[src/rtl/lsu_ctrl_if.sv]
// lsu_ctrl_if -- bundle of the core request, memory bus and response signals of lsu_ctrl.
//   Core request : req_valid, req_ready, req_we, req_funct3, req_addr, req_wdata
//   Memory bus   : mem_req, mem_gnt, mem_we, mem_addr, mem_be, mem_wdata, mem_rvalid, mem_rdata
//   Response     : rsp_valid, rsp_rdata, rsp_err
// Modports: slave = the controller itself, master = the surrounding core/memory environment.
interface lsu_ctrl_if;
   logic        req_valid;
   logic        req_ready;
   logic        req_we;
   logic [2:0]  req_funct3;
   logic [31:0] req_addr;
   logic [31:0] req_wdata;
   logic        mem_req;
   logic        mem_gnt;
   logic        mem_we;
   logic [31:0] mem_addr;
   logic [3:0]  mem_be;
   logic [31:0] mem_wdata;
   logic        mem_rvalid;
   logic [31:0] mem_rdata;
   logic        rsp_valid;
   logic [31:0] rsp_rdata;
   logic        rsp_err;

   modport slave (
      input  req_valid, req_we, req_funct3, req_addr, req_wdata,
      input  mem_gnt, mem_rvalid, mem_rdata,
      output req_ready, mem_req, mem_we, mem_addr, mem_be, mem_wdata,
      output rsp_valid, rsp_rdata, rsp_err
   );

   modport master (
      output req_valid, req_we, req_funct3, req_addr, req_wdata,
      output mem_gnt, mem_rvalid, mem_rdata,
      input  req_ready, mem_req, mem_we, mem_addr, mem_be, mem_wdata,
      input  rsp_valid, rsp_rdata, rsp_err
   );
endinterface

[src/rtl/lsu_ctrl.sv]
// lsu_ctrl -- RV32I load/store unit controller.
// Accepts one core load/store at a time, checks funct3 and alignment, issues a single
// word-aligned memory access with byte enables and lane-replicated store data, extracts and
// extends load data, and returns a one-cycle response. ISSUE plus WAIT are bounded by TIMEOUT.
// Ports:
//   clk   : clock, rising edge
//   rst_n : asynchronous active-low reset
//   bus   : lsu_ctrl_if.slave (core request, memory bus, response)
module lsu_ctrl #(
   parameter int unsigned TIMEOUT = 255  // 1..1023
) (
   input  logic       clk,
   input  logic       rst_n,
   lsu_ctrl_if.slave  bus
);

   typedef enum logic [1:0] {IDLE, ISSUE, WAIT, RESP} state_e;

   state_e      r_state, w_state_nxt;
   logic        r_we;
   logic [2:0]  r_funct3;
   logic [31:0] r_addr;
   logic [31:0] r_wdata;
   logic [9:0]  r_cnt, w_cnt_nxt;
   logic        r_err, w_err_nxt;
   logic [31:0] r_rdata, w_rdata_nxt;

   logic        w_legal;
   logic        w_last;
   logic [3:0]  w_be;
   logic [31:0] w_wdata;
   logic [31:0] w_shift;
   logic [31:0] w_load;

   // Legality is judged on the live request so an illegal one never reaches ISSUE.
   always_comb begin
      w_legal = 1'b0;
      if (bus.req_we) begin
         w_legal = (bus.req_funct3 == 3'b000) || (bus.req_funct3 == 3'b001) ||
                   (bus.req_funct3 == 3'b010);
      end else begin
         w_legal = (bus.req_funct3 == 3'b000) || (bus.req_funct3 == 3'b001) ||
                   (bus.req_funct3 == 3'b010) || (bus.req_funct3 == 3'b100) ||
                   (bus.req_funct3 == 3'b101);
      end
      if ((bus.req_funct3[1:0] == 2'b01) && bus.req_addr[0]) begin
         w_legal = 1'b0;
      end
      if ((bus.req_funct3[1:0] == 2'b10) && (bus.req_addr[1:0] != 2'b00)) begin
         w_legal = 1'b0;
      end
   end

   // Byte enables, replicated store data and extended load data from the registered request.
   always_comb begin
      w_be    = 4'b1111;
      w_wdata = r_wdata;
      w_shift = bus.mem_rdata >> {r_addr[1:0], 3'b000};
      w_load  = bus.mem_rdata;
      unique case (r_funct3[1:0])
         2'b00: begin
            w_be    = 4'b0001 << r_addr[1:0];
            w_wdata = {4{r_wdata[7:0]}};
         end
         2'b01: begin
            w_be    = r_addr[1] ? 4'b1100 : 4'b0011;
            w_wdata = {2{r_wdata[15:0]}};
         end
         default: ;
      endcase
      unique case (r_funct3)
         3'b000:  w_load = {{24{w_shift[7]}}, w_shift[7:0]};
         3'b001:  w_load = {{16{w_shift[15]}}, w_shift[15:0]};
         3'b100:  w_load = {24'd0, w_shift[7:0]};
         3'b101:  w_load = {16'd0, w_shift[15:0]};
         default: w_load = bus.mem_rdata;
      endcase
   end

   // Last permitted cycle of ISSUE+WAIT; without progress this cycle, abort.
   assign w_last = (r_cnt == 10'(TIMEOUT - 1));

   always_comb begin
      w_state_nxt = r_state;
      w_cnt_nxt   = r_cnt;
      w_err_nxt   = r_err;
      w_rdata_nxt = r_rdata;
      unique case (r_state)
         IDLE: begin
            if (bus.req_valid) begin
               w_cnt_nxt   = '0;
               w_rdata_nxt = '0;
               w_err_nxt   = ~w_legal;
               w_state_nxt = w_legal ? ISSUE : RESP;
            end
         end
         ISSUE: begin
            w_cnt_nxt = r_cnt + 10'd1;
            if (bus.mem_gnt && r_we) begin
               w_state_nxt = RESP;
            end else if (w_last) begin
               w_err_nxt   = 1'b1;
               w_state_nxt = RESP;
            end else if (bus.mem_gnt) begin
               w_state_nxt = WAIT;
            end
         end
         WAIT: begin
            w_cnt_nxt = r_cnt + 10'd1;
            if (bus.mem_rvalid) begin
               w_rdata_nxt = w_load;
               w_state_nxt = RESP;
            end else if (w_last) begin
               w_err_nxt   = 1'b1;
               w_state_nxt = RESP;
            end
         end
         RESP: begin
            w_state_nxt = IDLE;
         end
         default: w_state_nxt = IDLE;
      endcase
   end

   always_ff @(posedge clk or negedge rst_n) begin
      if (!rst_n) begin
         r_state <= IDLE;
         r_cnt   <= '0;
         r_err   <= 1'b0;
         r_rdata <= '0;
      end else begin
         r_state <= w_state_nxt;
         r_cnt   <= w_cnt_nxt;
         r_err   <= w_err_nxt;
         r_rdata <= w_rdata_nxt;
      end
   end

   always_ff @(posedge clk or negedge rst_n) begin
      if (!rst_n) begin
         r_we     <= 1'b0;
         r_funct3 <= '0;
         r_addr   <= '0;
         r_wdata  <= '0;
      end else if ((r_state == IDLE) && bus.req_valid) begin
         r_we     <= bus.req_we;
         r_funct3 <= bus.req_funct3;
         r_addr   <= bus.req_addr;
         r_wdata  <= bus.req_wdata;
      end
   end

   // Outputs decode straight from the state so reset clears them without waiting for a clock.
   assign bus.req_ready = (r_state == IDLE);
   assign bus.mem_req   = (r_state == ISSUE);
   assign bus.mem_we    = (r_state == ISSUE) && r_we;
   assign bus.mem_be    = (r_state == ISSUE) ? w_be : 4'b0000;
   assign bus.mem_addr  = {r_addr[31:2], 2'b00};
   assign bus.mem_wdata = w_wdata;
   assign bus.rsp_valid = (r_state == RESP);
   assign bus.rsp_err   = (r_state == RESP) && r_err;
   assign bus.rsp_rdata = (r_state == RESP) ? r_rdata : 32'd0;

endmodule

[src/flat_wrapper.sv]
// flat-port wrapper written by rule: the top's interface ports become plain ports
module lsu_ctrl_flat 
#(
   parameter int unsigned TIMEOUT = 255            
)
  (clk, rst_n, bus_req_valid, bus_req_we, bus_req_funct3, bus_req_addr, bus_req_wdata, bus_mem_gnt, bus_mem_rvalid, bus_mem_rdata, bus_req_ready, bus_mem_req, bus_mem_we, bus_mem_addr, bus_mem_be, bus_mem_wdata, bus_rsp_valid, bus_rsp_rdata, bus_rsp_err);
  lsu_ctrl_if bus_i ();
  input  logic clk;
  input  logic rst_n;
  input wire logic [$bits(bus_i.req_valid)-1:0] bus_req_valid;
  input wire logic [$bits(bus_i.req_we)-1:0] bus_req_we;
  input wire logic [$bits(bus_i.req_funct3)-1:0] bus_req_funct3;
  input wire logic [$bits(bus_i.req_addr)-1:0] bus_req_addr;
  input wire logic [$bits(bus_i.req_wdata)-1:0] bus_req_wdata;
  input wire logic [$bits(bus_i.mem_gnt)-1:0] bus_mem_gnt;
  input wire logic [$bits(bus_i.mem_rvalid)-1:0] bus_mem_rvalid;
  input wire logic [$bits(bus_i.mem_rdata)-1:0] bus_mem_rdata;
  output wire logic [$bits(bus_i.req_ready)-1:0] bus_req_ready;
  output wire logic [$bits(bus_i.mem_req)-1:0] bus_mem_req;
  output wire logic [$bits(bus_i.mem_we)-1:0] bus_mem_we;
  output wire logic [$bits(bus_i.mem_addr)-1:0] bus_mem_addr;
  output wire logic [$bits(bus_i.mem_be)-1:0] bus_mem_be;
  output wire logic [$bits(bus_i.mem_wdata)-1:0] bus_mem_wdata;
  output wire logic [$bits(bus_i.rsp_valid)-1:0] bus_rsp_valid;
  output wire logic [$bits(bus_i.rsp_rdata)-1:0] bus_rsp_rdata;
  output wire logic [$bits(bus_i.rsp_err)-1:0] bus_rsp_err;
  assign bus_i.req_valid = bus_req_valid;
  assign bus_i.req_we = bus_req_we;
  assign bus_i.req_funct3 = bus_req_funct3;
  assign bus_i.req_addr = bus_req_addr;
  assign bus_i.req_wdata = bus_req_wdata;
  assign bus_i.mem_gnt = bus_mem_gnt;
  assign bus_i.mem_rvalid = bus_mem_rvalid;
  assign bus_i.mem_rdata = bus_mem_rdata;
  assign bus_req_ready = bus_i.req_ready;
  assign bus_mem_req = bus_i.mem_req;
  assign bus_mem_we = bus_i.mem_we;
  assign bus_mem_addr = bus_i.mem_addr;
  assign bus_mem_be = bus_i.mem_be;
  assign bus_mem_wdata = bus_i.mem_wdata;
  assign bus_rsp_valid = bus_i.rsp_valid;
  assign bus_rsp_rdata = bus_i.rsp_rdata;
  assign bus_rsp_err = bus_i.rsp_err;
  lsu_ctrl #(.TIMEOUT(TIMEOUT)) u_core (.clk(clk), .rst_n(rst_n), .bus(bus_i));
endmodule
[config.mk]
export PLATFORM = sky130hd
export DESIGN_NAME = lsu_ctrl_flat
export DESIGN_NICKNAME = d
export VERILOG_FILES = /design/src/rtl/lsu_ctrl_if.sv /design/src/rtl/lsu_ctrl.sv /design/src/flat_wrapper.sv
export SDC_FILE = /design/constraint.sdc
export NUM_CORES = 1
export LEC_CHECK = 0
export CAP_MARGIN = 20
export CORE_AREA = 8 8 122 124
export DETAILED_ROUTE_END_ITERATION = 6
export DIE_AREA = 0 0 130 132
export PLACE_DENSITY_LB_ADDON = 0.2
export SYNTH_ARGS = -nofsm -noshare
export SYNTH_HDL_FRONTEND = slang
export SYNTH_SLANG_ARGS = --single-unit
[constraint.sdc]
create_clock -name clk -period 4.12 [get_ports clk]
set_input_delay 0.412 -clock clk [delete_from_list [all_inputs] [get_ports clk]]
set_output_delay 0.412 -clock clk [all_outputs]
set_load 0.01 [all_outputs]
# ---- Yosys cells after proc, flatten, opt, wreduce, memory -nomap -nowiden
# Cells that the tools add are included.
dict set report totals {
  mem_bits_ro 0
  ram_bits 0
  n_memories 0
  reg_bits 113
  word_cells 82
  inputBits 105
  latchBits 0
}
dict set report op_classes {
  reduce_logical 23
  n_mul 0
  muxes 27
  add_sub_neg 1
  n_div 0
  magnitude_cmp 0
  eq_ne 20
  shift 2
  bitwise_logic 1
}
# operator count
set ops {}
lappend ops {{$pmux 32 s2} 2}
lappend ops {{$pmux 32 s4} 1}
lappend ops {{$mux 32} 3}
lappend ops {{$shr 32x5->16} 1}
lappend ops {{$pmux 10 s2} 1}
lappend ops {{$mux 2} 7}
lappend ops {{$eq 3x3->1 const B} 4}
lappend ops {{$add 10x1->10 const B} 1}
lappend ops {{$eq 10x8->1 const B} 1}
lappend ops {{$mux 10} 1}
lappend ops {{$mux 4} 2}
lappend ops {{$ne 2x2->1 const B} 4}
lappend ops {{$pmux 2 s4} 1}
lappend ops {{$pmux 4 s2} 1}
lappend ops {{$mux 1} 7}
lappend ops {{$eq 2x1->1 const B} 3}
lappend ops {{$eq 2x2->1 const B} 3}
lappend ops {{$eq 3x1->1 const B} 2}
lappend ops {{$logic_and 1x1->1} 6}
lappend ops {{$logic_not 3->1} 2}
lappend ops {{$reduce_and 3->1} 2}
lappend ops {{$reduce_bool 2->1} 3}
lappend ops {{$logic_not 2->1} 2}
lappend ops {{$logic_or 1x1->1} 4}
lappend ops {{10 further kinds} 10}

# ---- Longest topological paths before layout
dict set report depth {
  ltp_word 11
  mapped_depth 9
  ltp_nobuf 6
}

# ---- Least setup slack after synthesis
# Ideal clock, no wire load.
dict set report synth_timing {
  path_type {flip-flop to flip-flop}
  startpoint {register u_core.r_state[0]}
  endpoint {register u_core.r_rdata[21]}
  t_arrival_ns 1.901
  t_required_ns 3.993
  setup_ns 0.127
  path_stages_with_launch 10
  path_slack_ns 2.093
  synth_period_minus_slack_ns 2.027
  path_cell_list {dfrtp_1 -> inv_1 -> ha_1 -> buf_2 -> nand2b_1 -> buf_2 -> nand3_1 -> nor2_1 -> buf_2 -> a221o_2}
}
dict set report synth_between {
  elab_chain_cells 3
}
# item line
set synth_lines {}
lappend synth_lines {{start, declared} lsu_ctrl.sv:19} ;# state_e r_state, w_state_nxt;
lappend synth_lines {{start signal, assigned} lsu_ctrl.sv:132} ;# r_state <= w_state_nxt;
lappend synth_lines {{$logic_not 2->1 (*)} n/a}
lappend synth_lines {{via bus_req_ready} flat_wrapper.sv:18} ;# output wire logic [$bits(bus_i.req_ready)-1:0] bus_req_ready;
lappend synth_lines {{$ne 2x2->1 (no line) / $reduce_bool 2->1 (equally long branches)} n/a}
lappend synth_lines {{$reduce_and 3->1 (no line)} n/a}
lappend synth_lines {{end signal, assigned} lsu_ctrl.sv:135} ;# r_rdata <= w_rdata_nxt;
lappend synth_lines {{end, declared} lsu_ctrl.sv:26} ;# logic [31:0] r_rdata, w_rdata_nxt;
# The timed path passes the listed nets; every way through them passes the cells marked *.
# A chain may end at the register's enable or synchronous reset.

# ---- Final worst setup path
dict set report layout_timing {
  startpoint {register u_core.r_addr[0]}
  endpoint {output bus_mem_be[1]}
}
dict set report layout_between {
  elab_chain_cells 3
}
# item line
set layout_lines {}
lappend layout_lines {{start, declared} lsu_ctrl.sv:22} ;# logic [31:0] r_addr;
lappend layout_lines {{start signal, assigned} lsu_ctrl.sv:148} ;# r_addr <= bus.req_addr;
lappend layout_lines {{$shl 1x2->4} lsu_ctrl.sv:62} ;# w_be = 4'b0001 << r_addr[1:0];
lappend layout_lines {{$pmux 4 s2} lsu_ctrl.sv:60} ;# unique case (r_funct3[1:0])
lappend layout_lines {{$mux 4} lsu_ctrl.sv:157} ;# assign bus.mem_be = (r_state == ISSUE) ? w_be : 4'b0000;
lappend layout_lines {{end, declared} flat_wrapper.sv:22} ;# output wire logic [$bits(bus_i.mem_be)-1:0] bus_mem_be;
# No other way between the ends.

==> flow_summary.ini <==
[placed_design]
port_buffers = 207
dp_cells = 864
dp_hpwl_um = 12900
place.gp.congestion = 0.822

[synthesis]
ys_ff_latch = 113
synth_xor_xnor_area_share_pct = 0.726
syn_area_um2 = 6030
ys_top_cells_by_area = dfrtp_1, mux2_2, buf_4, mux2i_1, and2_1
synth_cell_types = 53
synth-simple-area-share_pct = 10.8
synthMuxAreaShare_pct = 20.0
synth_compound_area_share_pct = 12.2
synth_top_area_share_pct = 46.9
yosysTopAreaCell = dfrtp_1
ys_async_sr_fraction_pct = 100
synth_edf_count = 0
synthAdderAreaFrac_pct = 1.24
yosysWarningCount = 0
synth.avg_cell_area_um2 = 11.1
seq_area_frac_synth_pct = 46.9
synth_top_family_by_area = multiplexers
synth_flop_cell = dfrtp_1
postSynthCellCount = 546

[sta]
drv_slew = 0
worst_slew_pin_slew_ns = 1.07
finClkSkew_ns = 0.00500
setup_tns_ns = 0
slew_headroom_pct = 28.6
fin_crit_sh_pct = 75.0
fmax_mhz = 324
rsz0062_at_grt = no
setup_violations = 0
whs_ns = 0.0658
period_needed_ns = 3.09
finalHoldViolCount = 0

[layout]
nNetsFinal = 818
syn2layout_area_growth_pct = 40.2
num_antenna_cells = 0
instances_no_fill = 894
fin_util_pct = 65.2
drive_gt1_share_pct = 18.9

[detailed_routing]
routedWlPerCell_um = 19.5
drc_errors = 0
vias = 4803
ant_nets = 0
routed_wl_um = 17400
vias_per_cell = 5.37
dr.pass1.iters = 5
drtIter0Drc = 381

[die]
dieArea_um2 = 17200
die_w_um = 130
ios = 210
die_h_um = 132
core.rowCount = 42
core-area_um2 = 13000
start_util_pct = 46.5

[setup_path]
cp.arrival_ns = 2.68
path_max_fanout = 25
critPathCaptureType = primary output
setup.worst_path.start_class = register
cp_data_required_time_ns = 3.71
worstSetupPathType = reg2out

[pwr]
p_leak_nw = 3.55
max-vdd-ir-drop_uv = 542
powerDensity_nw_per_um2 = 780

[clocking]
root_buffer = clkbuf_16
clock-sinks = 113
path_clk_slew_ns = 0.05
ctsResizeCount = 0
cts_tree = yes
postCtsHoldBufs = 0
post-cts-setup-buffer-count = 0
cts_made_buffers = 17
htreeDepth = 4
clkLatencyLatePin_ns = 0.40
clockBufferDepth = 2

[run]
maxCapViolations = 0

[global_routing]
grt_antenna_before_repair = 0
overflow = 0
grt_max_degree = 60
grt_pass1_wl_um = 28000
grt_usage_pct = 21.1
grt_pass1_vias = 5098

[outcome]
outcome = complete, no violations

[min_path]
hp-class = in2async
-- critical path, stage by stage, from the launching register on --
cell and delay, ns:
dfrtp_1 1.02, inv_1 0.31, a21oi_1 0.23, o21a_1 0.14
clkdlybuf4s50_1 0.57
-- where the power goes --
group	switching [mW]	total, mW	internal (mW)
registers	0.416	2.05	1.63
clock network	0.469	1.30	0.827
logic	1.47	3.26	1.79
-- cells in the mapped netlist (2+ instances only) --
cell / instances
a221o_2: 10
a22oi_1: 4
buf_2: 5
a2bb2oi_1: 2
nor2b_1: 5
o221ai_1: 4
mux2i_1: 23
and2_1: 34
a221o_1: 8
buf_1: 7
nand3_1: 8
nor3_1: 5
buf_4: 41
o21ai_0: 39
a22o_1: 2
clkbuf_1: 18
nand2_1: 37
inv_1: 10
mux2_2: 85
nor4_1: 2
and3_1: 6
o31ai_1: 3
o2bb2ai_1: 7
nand2b_1: 4
xnor2_1: 5
nor2_1: 10
dfrtp_1: 113
nand4_1: 2
ha_1: 6
or3_1: 2
a21oi_1: 17
-- cell families after synthesis --
family / Yosys count
other: 1
AND/OR/NAND/NOR: 122
XOR/XNOR: 5
AO/OA/AOI/OAI: 106
buffers and inverters: 84
flip-flops: 113
adder cells (fa/ha/maj): 6
multiplexers: 109
-- path summary, 6_finish.rpt --
check                                        from  cells past startpoint  slack, ns                  to
worst max-delay path             u_core.r_addr[0]                      4       1.03       bus_mem_be[1]
worst min-delay path                        rst_n                      1       0.07  u_core.r_rdata[22]
worst max register to register   u_core.r_addr[0]                      4       1.34  u_core.r_rdata[30]
worst min register to register  u_core.r_rdata[4]                      2       0.47   u_core.r_rdata[4]
max in group asynchronous                   rst_n                      2       3.16    u_core.r_addr[4]
min in group clk                u_core.r_rdata[4]                      2       0.47   u_core.r_rdata[4]
-- sequential cells by signal (all words and copies together) (netlist names) --
| register | count |
|---|---|
| u_core.r_we | 1 |
| u_core.r_rdata | 32 |
| u_core.r_state | 2 |
| u_core.r_err | 1 |
| u_core.r_funct3 | 3 |
| u_core.r_wdata | 32 |
| u_core.r_addr | 32 |
| u_core.r_cnt | 10 |
-- layout by cell type (no fill, tap or decap), types with 5 or more instances in the layout --
master             n
mux2i_1           23
nor2b_1            5
a221o_2           10
o21ai_0           39
and2_1            34
inv_1             10
nor2_1            10
dfrtp_1          113
a221o_1            8
clkdlybuf4s50_1  206
nor3_1             5
clkbuf_16         17
ha_1               6
buf_4              8
mux2_2            85
clkinv_2           7
a21oi_1           17
and3_1             6
nand3_1            8
o2bb2ai_1          7
xnor2_1            5
nand2_1           36
-- area by class of cell --
cell class | instances | area [um2]
repair buffers | 214 | 2120
well taps | 176 | 220
clock buffers | 22 | 454
multi-input cells | 350 | 2730
flip-flops and latches | 113 | 2830
inverters | 11 | 41.3
fillers | 1018 | 4520
clock inverters | 8 | 65.1
-- metal layers --
metal  wire length (um)  part of all wire [%]  vias to the layer above  global-route usage, %
met5                  0                     0                        -                      0
met4                268                   1.5                        0                   7.36
met3               1730                    10                       19                   8.05
met2               8550                    49                      231                   34.5
met1               6850                    39                     2311                   24.5
li1                   -                     -                     2242                      -
-- per-stage QoR --
stage	power [mW]	setup WS (ns)	area, um2
global placement	5.24	1.50	7940
global route	7.03	0.835	8460
floorplan	4.07	2.09	6040
finish	6.60	1.03	8460
CTS	6.65	1.06	8460
detailed placement	5.31	1.40	7940
Power figures use the tool's default switching activity.
